## config.mk

```make
export PLATFORM = sky130hd
export DESIGN_NAME = interrupt_controller_flat
export DESIGN_NICKNAME = d
export VERILOG_FILES = /design/src/rtl/interrupt_controller_if.sv /design/src/rtl/interrupt_controller.sv /design/src/flat_wrapper.sv
export SDC_FILE = /design/constraint.sdc
export NUM_CORES = 1
export LEC_CHECK = 0
export BUFFER_PORTS_ARGS = -buffer_cell sky130_fd_sc_hd__buf_4
export CAP_MARGIN = 20
export CORE_AREA = 2 2 39 41
export DETAILED_ROUTE_END_ITERATION = 7
export DIE_AREA = 0 0 41 43
export PLACE_DENSITY = 0.68
export SLEW_MARGIN = 20
export SYNTH_ARGS = -nofsm -noshare
export SYNTH_HDL_FRONTEND = slang
export SYNTH_SLANG_ARGS = --single-unit
```

## constraint.sdc

```tcl
create_clock -name i_clk -period 1.5 [get_ports i_clk]
set_input_delay 0.15 -clock i_clk [delete_from_list [all_inputs] [get_ports i_clk]]
set_output_delay 0.15 -clock i_clk [all_outputs]
set_load 0.005 [all_outputs]
```

## src/rtl/interrupt_controller_if.sv

```systemverilog
// ---------------------------------------------------------------------------
// interrupt_controller_if
// Groups the request/handshake signals between the CPU core side and the
// interrupt controller.
//   i_int_req        external request (asynchronous level)
//   i_imm_in_flight  first word of a two-word instruction in decode/EXM
//   i_branch_taken   EXM taken branch (flush in progress)
//   i_stall          hazard stall
//   i_rti            return-from-interrupt retired in EXM (1-cycle pulse)
//   o_interrupt      1-cycle strobe to fetch/decode
//   o_fetch_stall    hold PC and fetch/decode buffer during injection
//   o_in_service     handler executing
//   o_pending        request latched, not yet acknowledged
// master: core side (drives requests/status, observes controller outputs)
// slave : the interrupt controller
// ---------------------------------------------------------------------------
interface interrupt_controller_if;
    logic i_int_req;
    logic i_imm_in_flight;
    logic i_branch_taken;
    logic i_stall;
    logic i_rti;
    logic o_interrupt;
    logic o_fetch_stall;
    logic o_in_service;
    logic o_pending;

    modport master (
        output i_int_req, i_imm_in_flight, i_branch_taken, i_stall, i_rti,
        input  o_interrupt, o_fetch_stall, o_in_service, o_pending
    );

    modport slave (
        input  i_int_req, i_imm_in_flight, i_branch_taken, i_stall, i_rti,
        output o_interrupt, o_fetch_stall, o_in_service, o_pending
    );
endinterface

```

## src/rtl/interrupt_controller.sv

```systemverilog
// ---------------------------------------------------------------------------
// interrupt_controller
// Synchronizes and edge-detects an external interrupt request, waits for a
// safe point in the pipeline, strobes the interrupt into fetch/decode, stalls
// fetch while decode pushes PC and flags, then tracks the handler until RTI.
//
// Ports:
//   i_clk     core clock, rising edge
//   i_reset   asynchronous, active-high reset
//   ctrl_if   interrupt_controller_if.slave (request, pipeline status,
//             interrupt strobe, fetch stall, in-service, pending)
//
// Parameters:
//   SYNC_STAGES    synchronizer depth on i_int_req (2..4)
//   INJECT_CYCLES  fetch-stall cycles after the strobe (1..7)
//
// All outputs are decoded from registered state only (Moore).
// ---------------------------------------------------------------------------
module interrupt_controller #(
    parameter int unsigned SYNC_STAGES   = 2,
    parameter int unsigned INJECT_CYCLES = 2
) (
    input  logic                   i_clk,
    input  logic                   i_reset,
    interrupt_controller_if.slave  ctrl_if
);

    typedef enum logic [2:0] {
        S_IDLE,
        S_WAIT,
        S_ACK,
        S_INJECT,
        S_SERVICE
    } state_t;

    localparam logic [2:0] CNT_LOAD = 3'(INJECT_CYCLES - 1);

    state_t                 state_q, state_d;
    logic [2:0]             cnt_q, cnt_d;
    logic                   pending_q, pending_d;
    logic [SYNC_STAGES-1:0] sync_q;
    logic                   dly_q;
    logic                   edge_q;
    logic                   safe_point;

    assign safe_point = !ctrl_if.i_imm_in_flight && !ctrl_if.i_branch_taken
                        && !ctrl_if.i_stall;

    // Synchronizer chain, delayed copy of its last flop, and a registered
    // rising-edge flag that feeds the pending bit one clock later.
    always_ff @(posedge i_clk or posedge i_reset) begin
        if (i_reset) begin
            sync_q <= '0;
            dly_q  <= 1'b0;
            edge_q <= 1'b0;
        end else begin
            sync_q <= {sync_q[SYNC_STAGES-2:0], ctrl_if.i_int_req};
            dly_q  <= sync_q[SYNC_STAGES-1];
            edge_q <= sync_q[SYNC_STAGES-1] & ~dly_q;
        end
    end

    always_ff @(posedge i_clk or posedge i_reset) begin
        if (i_reset) begin
            state_q   <= S_IDLE;
            cnt_q     <= '0;
            pending_q <= 1'b0;
        end else begin
            state_q   <= state_d;
            cnt_q     <= cnt_d;
            pending_q <= pending_d;
        end
    end

    always_comb begin
        state_d   = state_q;
        cnt_d     = cnt_q;
        pending_d = pending_q;
        case (state_q)
            S_IDLE: begin
                if (pending_q) begin
                    state_d = S_WAIT;
                end
            end
            S_WAIT: begin
                if (safe_point) begin
                    state_d = S_ACK;
                end
            end
            S_ACK: begin
                cnt_d   = CNT_LOAD;
                state_d = S_INJECT;
            end
            S_INJECT: begin
                // Free-running: decode tracks its own injection progress,
                // so a pipeline stall does not hold the counter.
                if (cnt_q == '0) begin
                    state_d = S_SERVICE;
                end else begin
                    cnt_d = cnt_q - 3'd1;
                end
            end
            S_SERVICE: begin
                if (ctrl_if.i_rti) begin
                    state_d = S_IDLE;
                end
            end
            default: begin
                state_d = S_IDLE;
            end
        endcase
        // Pending clears on entry to ACK; a coincident new edge re-sets it
        // so the request is queued for a second service.
        if (state_d == S_ACK) begin
            pending_d = 1'b0;
        end
        if (edge_q) begin
            pending_d = 1'b1;
        end
    end

    assign ctrl_if.o_interrupt   = (state_q == S_ACK);
    assign ctrl_if.o_fetch_stall = (state_q == S_ACK) || (state_q == S_INJECT);
    assign ctrl_if.o_in_service  = (state_q == S_SERVICE);
    assign ctrl_if.o_pending     = pending_q;

endmodule
```

## src/flat_wrapper.sv

```systemverilog
// flat-port wrapper written by rule: the top's interface ports become plain ports
module interrupt_controller_flat 
#(
    parameter int unsigned SYNC_STAGES   = 2,
    parameter int unsigned INJECT_CYCLES = 2
)
  (i_clk, i_reset, ctrl_if_i_int_req, ctrl_if_i_imm_in_flight, ctrl_if_i_branch_taken, ctrl_if_i_stall, ctrl_if_i_rti, ctrl_if_o_interrupt, ctrl_if_o_fetch_stall, ctrl_if_o_in_service, ctrl_if_o_pending);
  interrupt_controller_if ctrl_if_i ();
  input  logic i_clk;
  input  logic i_reset;
  input wire logic [$bits(ctrl_if_i.i_int_req)-1:0] ctrl_if_i_int_req;
  input wire logic [$bits(ctrl_if_i.i_imm_in_flight)-1:0] ctrl_if_i_imm_in_flight;
  input wire logic [$bits(ctrl_if_i.i_branch_taken)-1:0] ctrl_if_i_branch_taken;
  input wire logic [$bits(ctrl_if_i.i_stall)-1:0] ctrl_if_i_stall;
  input wire logic [$bits(ctrl_if_i.i_rti)-1:0] ctrl_if_i_rti;
  output wire logic [$bits(ctrl_if_i.o_interrupt)-1:0] ctrl_if_o_interrupt;
  output wire logic [$bits(ctrl_if_i.o_fetch_stall)-1:0] ctrl_if_o_fetch_stall;
  output wire logic [$bits(ctrl_if_i.o_in_service)-1:0] ctrl_if_o_in_service;
  output wire logic [$bits(ctrl_if_i.o_pending)-1:0] ctrl_if_o_pending;
  assign ctrl_if_i.i_int_req = ctrl_if_i_int_req;
  assign ctrl_if_i.i_imm_in_flight = ctrl_if_i_imm_in_flight;
  assign ctrl_if_i.i_branch_taken = ctrl_if_i_branch_taken;
  assign ctrl_if_i.i_stall = ctrl_if_i_stall;
  assign ctrl_if_i.i_rti = ctrl_if_i_rti;
  assign ctrl_if_o_interrupt = ctrl_if_i.o_interrupt;
  assign ctrl_if_o_fetch_stall = ctrl_if_i.o_fetch_stall;
  assign ctrl_if_o_in_service = ctrl_if_i.o_in_service;
  assign ctrl_if_o_pending = ctrl_if_i.o_pending;
  interrupt_controller #(.SYNC_STAGES(SYNC_STAGES), .INJECT_CYCLES(INJECT_CYCLES)) u_core (.i_clk(i_clk), .i_reset(i_reset), .ctrl_if(ctrl_if_i));
endmodule
```

# Word-level counts from Yosys, hierarchy flattened
# Index checks and enable logic that the tools add are counted.
# W data, S select, Z words.
# word_totals
regBits,11
in_bits,7
output_inout_bits,4
word_cells,35
# classes
n_addsub,1
eq_ne,6
n_mux,9
bitwise,2
n_reduce_logical,11
# op_table
op,count
$mux W3,5
$pmux W3 S5,1
$eq A3 B2 Y1 const B,3
$logic_not A3 Y1,2
$pmux W3 S2,1
$reduce_bool A2 Y1,2
$eq A3 B1 Y1 const B,1
$eq A3 B3 Y1 const B,1
$logic_not A1 Y1,3
$sub A3 B1 Y3 const B,1
$logic_and A1 B1 Y1,2
$mux W1,2
$ne A2 B2 Y1 const B,1
$reduce_and A2 Y1,1
$and A1 B1 Y1,1
$logic_or A1 B1 Y1,1
$not A1 Y1,1

# Logic depth before layout (Yosys ltp)
# Gate-level depths: netlist of run 1.
# logic_depth
depth_word,8
ltp_mapped,5
depth_no_buf,5

# Worst setup path after synthesis of run 1
# No wires, ideal clock.
# synth_path
path_kind,flip-flop to flip-flop
startpoint,reg u_core.cnt_q[0]
endpoint,reg u_core.cnt_q[1]
setup_ns,0.126
arrival_time_ns,1.130
required_time_ns,1.374
path_slack_ns,0.244
stages_incl_launch_ff,6
path_buffers,0
synth_period_minus_slack_ns,1.256
path_cell_list,dfrtp_1 > inv_1 > ha_1 > nor2b_1 > and3_1 > a221o_1
# synth_between
elab_chain_cells,3
# synth_lines
item,line_no,text
start: declaration,interrupt_controller.sv:39,"logic [2:0] cnt_q, cnt_d;"
start signal: assignment,interrupt_controller.sv:70,cnt_q <= cnt_d;
$sub A3 B1 Y3 / $logic_not A3 Y1 (equally long branches),"interrupt_controller.sv:100, interrupt_controller.sv:97",
$mux W3 / $ne A2 B2 Y1 (equally long branches),--,
$pmux W3 S2 / $reduce_and A2 Y1 (equally long branches),--,
# Several ways; a longest one is shown, not always the timed one. The select of a mux whose other input is x is not followed.
# A chain may end at the register's enable or synchronous reset.

# Final worst setup path of run 1
# Ends and elaborated chain as after synthesis.

==> reports/results.ini, run 1 <==
[outcome]
outcome = complete, no violations

[cts]
cts_sinks = 11
clock_path_buffers = 2
ctsResizeCount = 0
cts_max_level = 1
clk_pin_slew_ps = 70
clock_latency_ps = 270
cts_root_buffer = clkbuf_4
cts_tree = built
cts_buffers = 3

[grt]
grt_max_degree = 12
grt_antenna_before_repair = 0
grt_pass1_vias = 392
grt-ovfl-total = 0
grt_first_pass_wirelength_um = 1504
grt.total_usage = 0.1357

[pwr]
p_int_mw = 0.6505
switching_share = 0.3536
p_per_area_nw_per_um2 = 1606
pwr-share-seq = 0.444
peakVddDrop_v = 0.0006651
power_frac_comb = 0.357
finalPower_mw = 1.006
leakage_nw = 0.3112
clkPwrFrac = 0.199
switching_power_mw = 0.3559

[critical_path]
cp_data_required_time_ps = 1660
cp_max_fo = 3
endpoint_kind = flip-flop
worst-r2r-setup-slack_ps = 130
r2r-start = u_core.cnt_q[0]
worstSetupStartpointType = flip-flop
reg2reg_depth = 5
rr_endpoint = u_core.cnt_q[1]
worst-endpoint-arrival_ps = 1530
crit_type = flip-flop to flip-flop

[synthesis]
ys_seq_area_frac = 0.5473
ys_warn_count = 0
syn_inst = 45
yosys-top-cells-area = dfrtp_1 55%, ha_1 5.0%, nor4b_4 4.7%
netlist.area_leader.share = 0.5473
yosys-top-cells-count = 11 x dfrtp_1, 5 x inv_1, 4 x nand2_1, 4 x o21ai_0, 3 x nor2b_1
synth_cell_type_count = 20
synth_area_sq_um = 503.0
synth_compound_area_frac = 0.1020
synthAdderAreaFrac = 0.04975
async_reset_ff_frac = 1.000
synth_top_family_by_area = simple AND/OR/NAND/NOR gates
synth_most_common_cell = dfrtp_1
yosys.area.top_type = dfrtp_1
ys.flop_type = dfrtp_1
ys_ff_latch = 11
yosys.area_share.simple = 0.2264
synth_edf_count = 0
avgSynthCellArea_sq_um = 11.18
synthesis.nets = 54
synthXorXnorAreaFrac = 0
synthMuxAreaShare = 0

[route]
antenna_left = 0
vias = 359
wl_per_cell_um = 11.36
avgViaCountPerCell = 4.787
finalWirelength_um = 852
drc = 0
dr.pass1.iters = 2
drt_iter0_markers = 2

[hold_path]
hold_end = u_core.state_q[2]
hp-class = primary input to flip-flop
min_from = ctrl_if_i_rti
hold_depth = 3

[die]
die_h_um = 43
io_pins = 11
fp-row-count = 14
die_w_um = 41
start_util = 0.3635
core_area_sq_um = 1384
fp.dieArea_sq_um = 1763

[final_layout]
antenna_cells = 0
drive_gt1_frac = 0.2542
final_nets = 69
syn2layout_area_growth_pct = 24.63

[timing]
setup_viol = 0
slew_viol_final = 0
rsz0062_at_grt = false
hold_viol = 0
relSlewSlack = 0.7337
fin_setup_tns_ps = 0
fin_crit_sh = 0.9161
skew_ps = 3.126
min_period_ps = 1374
fmax_mhz = 727.7
tightest_slew_ps = 399.0

[placement]
io_buffers = 10
place_congestion = 0.6146
dpl.hpwl_um = 612

[flow_run]
drv_cap = 0

==> metal layers <==
| metal | vias to the layer above | part of all wire | GRT usage |
|---|---|---|---|
| met1 | 169 | 0.44 | 0.1322 |
| met2 | 9 | 0.48 | 0.2094 |
| met3 | 2 | 0.061 | 0.07853 |
| li1 | 179 | - | - |
| met4 | 0 | 0.016 | 0.08000 |
| met5 | - | 0 | 0 |
==> critical path: stages (launching register included) <==
cell and delay, ps:
dfrtp_1 390, inv_1 110, ha_1 180, nor2b_1 210
nor3_1 70, a221o_1 300
==> final cells by class <==
cell class / instances / area (sq um)
Inverter: 5 / 18.77
Tap cell: 16 / 20.02
Fill cell: 141 / 757.0
Clock buffer: 3 / 22.52
Sequential cell: 11 / 275.3
Clock inverter: 1 / 5.005
Timing Repair Buffer: 12 / 95.09
Multi-Input combinational cell: 27 / 190.2
==> sequential cells by signal, summed over array words and instances (netlist names) <==
name and cells:
u_core.ctrl_if.o_pending 1, u_core.sync_q 2, u_core.dly_q 1, u_core.edge_q 1, u_core.cnt_q 3, u_core.state_q 3
==> repair_timing <==
action / 4_1_cts / 5_1_grt
endpoints found under the hold margin: 12 / 0
buffers inserted: 0 / 0
endpoints found under the setup margin: 0 / 0
hold buffers: 2 / 0
==> cell usage in the layout, fill, tap and decap left out, types with 2 or more instances in the layout <==
cell / instances
dfrtp_1: 11
o21ai_0: 4
nor2_1: 2
ha_1: 2
nor3_1: 2
nand2_1: 4
clkbuf_4: 3
dlygate4sd3_1: 2
inv_1: 5
buf_4: 10
nor2b_1: 3
==> power groups by stage <==
stage | logic (mW) | clock network (mW) | registers [mW]
6_report | 0.359 | 0.201 | 0.447
5_1_grt | 0.407 | 0.230 | 0.460
4_1_cts | 0.364 | 0.213 | 0.447
3_5_place_dp | 0.356 | 0 | 0.451
3_3_place_gp | 0.342 | 0 | 0.446
2_1_floorplan | 0.305 | 0 | 0.413
==> stage by stage <==
stage / setup slack (ps) / cells / hold slack, ps / util / instance area, sq um
4_1_cts: 91.33 / 75 / 129.3 / 0.4530 / 626.9
3_3_place_gp: 193.2 / 69 / 165.4 / 0.4186 / 579.3
5_1_grt: 17.00 / 75 / 129.7 / 0.4530 / 626.9
6_report: 125.8 / 75 / 132.9 / 0.4530 / 626.9
2_1_floorplan: 243.6 / 45 / 2.438 / - / 503.0
3_5_place_dp: 127.9 / 69 / 164.9 / 0.4186 / 579.3
==> kinds of logic (layout without fill, tap and decap cells) <==
logic type / after synthesis / count (layout)
AOI/OAI and AO/OA: 8 / 8
and+or+nand+nor: 17 / 17
DFF: 11 / 11
adders and majority gates: 2 / 2
buffers and inverters: 7 / 21
==> worst max path at each step <==
stage                            to             from  slack, ps
floorplan           u_core.cnt_q[1]  u_core.cnt_q[0]        240
global placement    u_core.cnt_q[1]  u_core.cnt_q[0]        190
global route        u_core.cnt_q[1]  u_core.cnt_q[0]         20
detailed placement  u_core.cnt_q[1]  u_core.cnt_q[0]        130
CTS                 u_core.cnt_q[1]  u_core.cnt_q[0]         90
finish              u_core.cnt_q[1]  u_core.cnt_q[0]        130
No activity file was read; power rests on OpenSTA's default activity.
==> run 2: changes to the inputs <==
--- a/config.mk
+++ b/config.mk
@@ -6,7 +6,6 @@
 export NUM_CORES = 1
 export LEC_CHECK = 0
 export BUFFER_PORTS_ARGS = -buffer_cell sky130_fd_sc_hd__buf_4
-export CAP_MARGIN = 20
 export CORE_AREA = 2 2 39 41
 export DETAILED_ROUTE_END_ITERATION = 7
 export DIE_AREA = 0 0 41 43
==> constraint.sdc (replaced) <==
create_clock -name i_clk -period 1.5 [get_ports i_clk]
set_input_delay 0.3 -clock i_clk [delete_from_list [all_inputs] [get_ports i_clk]]
set_output_delay 0.3 -clock i_clk [all_outputs]
set_load 0.005 [all_outputs]
==> run 2 against run 1 <==
Against the previous run:
- combinational power is essentially flat
- sequential power grew 1%
- core utilization shrank 0.90 points
- non-clock buffer count shrank 2
- power grew 0.64%
- via count shrank 2.2%
- critical path depth shrank 2
- wire length shrank 0.94%
- critical path type is now flip-flop to primary output
- largest cell class unchanged
==> reports/results.ini, run 2 (same netlist as run 1, synthesis figures left out) <==
[placement]
io_buffers = 10  ; unchanged
place_congestion = 0.6146  ; unchanged
placed_area_sq_um = 579.3  ; unchanged
dpl.hpwl_um = 612  ; unchanged

[route]
finalWirelength_um = 844  ; -0.94%
antenna_left = 0  ; unchanged
wirelength_met1_um = 371  ; -0.54%
dr.pass1.iters = 2  ; unchanged
drc = 0  ; unchanged
avgViaCountPerCell = 4.808  ; +0.45%
vias = 351  ; -2.2%
drt_iter0_markers = 2  ; unchanged
wl_met3_um = 53  ; +1.9%
dr.max_layer_used = met4
met2WireLength_um = 404  ; -1.9%
wl_per_cell_um = 11.56  ; +1.8%

[final_layout]
reg_top3 = u_core.cnt_q (3), u_core.state_q (3), u_core.sync_q (2)
final_nets = 67  ; -2.9%
fin_util = 0.4439  ; -0.009042
syn2layout_area_growth_pct = 22.14
mostFrequentLayoutCell = dfrtp_1
drive_gt1_frac = 0.2982  ; +0.04401
multi_input_area_sq_um = 197.7  ; +3.9%
regArea_sq_um = 275.3  ; unchanged
fillers = 141  ; unchanged
layout_common_cells = 11 x dfrtp_1, 10 x buf_4, 5 x inv_1
antenna_cells = 0  ; unchanged
final_cell_area_sq_um = 614.3  ; -2.0%

[cts]
cts_setup_buffers = 0  ; unchanged
cts_sinks = 11  ; unchanged
cts_buffers = 3  ; unchanged
cts_root_buffer = clkbuf_4
cts_tree = built
cts.hold.buffers_added = 0  ; -2
clock_latency_ps = 270  ; about the same
cts_max_level = 1  ; unchanged
clock_path_buffers = 2  ; unchanged
clk_pin_slew_ps = 70  ; about the same

[critical_path]
slowest_delay_ps = 390  ; about the same
cp_cell_sequence = nand2b_2 -> nor2_1 -> buf_4
cp_data_required_time_ps = 1200  ; -460 ps
cp.buffers_inverters = 1  ; unchanged
r2r-start = u_core.cnt_q[0]
cp_max_fo = 8  ; +5
rr_endpoint = u_core.cnt_q[1]
endpoint_kind = primary output
path_delay_family = flip-flops
worstSetupStartpointType = flip-flop
cp-endpoint = ctrl_if_o_interrupt
worst-r2r-setup-slack_ps = 130  ; about the same
worst-endpoint-arrival_ps = 1130  ; -400 ps
critical_path_depth = 3  ; -2
reg2reg_depth = 5  ; unchanged
cp-startpoint = u_core.state_q[2]
slowest_stage = dfrtp_1
crit_type = flip-flop to primary output

[grt]
grt.total_usage = 0.1316  ; -0.004082
grt_first_pass_wirelength_um = 1449  ; -3.7%
grt_max_degree = 12  ; unchanged
grt_antenna_before_repair = 0  ; unchanged
grt-ovfl-total = 0  ; unchanged
grt_pass1_vias = 368  ; -6.1%

[timing]
hold_viol = 0  ; unchanged
min_period_ps = 1429  ; +55.14 ps
slew_viol_final = 0  ; unchanged
fmax_mhz = 699.6  ; -3.9%
fin_crit_sh = 0.9529  ; +0.03676
setup_viol = 0  ; unchanged
tightest_slew_ps = 398.8  ; -0.2184 ps
relSlewSlack = 0.7339  ; about the same
fin_setup_tns_ps = 0  ; unchanged
rsz0062_at_grt = false
skew_ps = 3.107  ; -0.01965 ps

[pwr]
clkPwrFrac = 0.198  ; about the same
switching_power_mw = 0.3613  ; +1.5%
peakVddDrop_v = 0.0006719  ; +1.0%
p_per_area_nw_per_um2 = 1649  ; +2.7%
p_int_mw = 0.6516  ; +0.17%
power_frac_comb = 0.355  ; -0.002
switching_share = 0.3567  ; +0.003026
leakage_nw = 0.3038  ; -2.4%
pwr-share-seq = 0.447  ; +0.003

[die]
start_util = 0.3635  ; unchanged
io_pins = 11  ; unchanged
die_w_um = 41  ; unchanged
fp.dieArea_sq_um = 1763  ; unchanged
core_area_sq_um = 1384  ; unchanged
fp-row-count = 14  ; unchanged
die_h_um = 43  ; unchanged

[flow_run]
drv_cap = 0  ; unchanged

[hold_path]
hp-class = primary input to asynchronous set/reset pin

[outcome]
outcome = complete, no violations

run 2: power groups by stage:
stage               Combinational, mW  Sequential [mW]  Clock, mW
detailed placement              0.356            0.451          0
finish                          0.359            0.453      0.201
floorplan                       0.305            0.413          0
global placement                0.342            0.446          0
global route                    0.407            0.467      0.230
CTS                             0.361            0.451      0.213
run 2: how the worst min path moves through the flow:
stage             from           endpoint  cells after the start
2_1_floorplan  i_reset    u_core.cnt_q[0]                      1
3_3_place_gp   i_reset   u_core.sync_q[0]                      2
3_5_place_dp   i_reset   u_core.sync_q[0]                      2
4_1_cts        i_reset    u_core.cnt_q[0]                      2
5_1_grt        i_reset    u_core.cnt_q[0]                      2
6_report       i_reset  u_core.state_q[0]                      2
run 2: layout make-up:
| cell class | instances | share of cell area |
|---|---|---|
| timing repair buffer | 10 | 0.1222 |
| clock inverter | 1 | 0.008147 |
| inverter | 5 | 0.03055 |
| multi-input combinational | 27 | 0.3218 |
| sequential | 11 | 0.4481 |
| tap | 16 | 0.03259 |
| clock buffer | 3 | 0.03666 |
run 2: through the flow:
stage | instances | setup WS [ps] | hold WS, ps | total power [mW]
finish | 73 | 70.65 | 9.316 | 1.013
global route | 73 | 1.336 | 30.46 | 1.104
CTS | 73 | 13.80 | 12.69 | 1.025
detailed placement | 69 | 127.9 | 314.9 | 0.8075
global placement | 69 | 193.2 | 315.4 | 0.7880
floorplan | 45 | 243.6 | 152.4 | 0.7181
run 2: per-layer routing:
metal | vias up | GRT usage
met4 | 0 | 0.08000
li1 | 175 | -
met3 | 2 | 0.07853
met1 | 165 | 0.1322
met2 | 9 | 0.1969
met5 | - | 0
run 2: timing repair:
item,CTS,global route
setup endpoints to repair,1,2
hold endpoints to repair,0,0
resized for setup,1,1
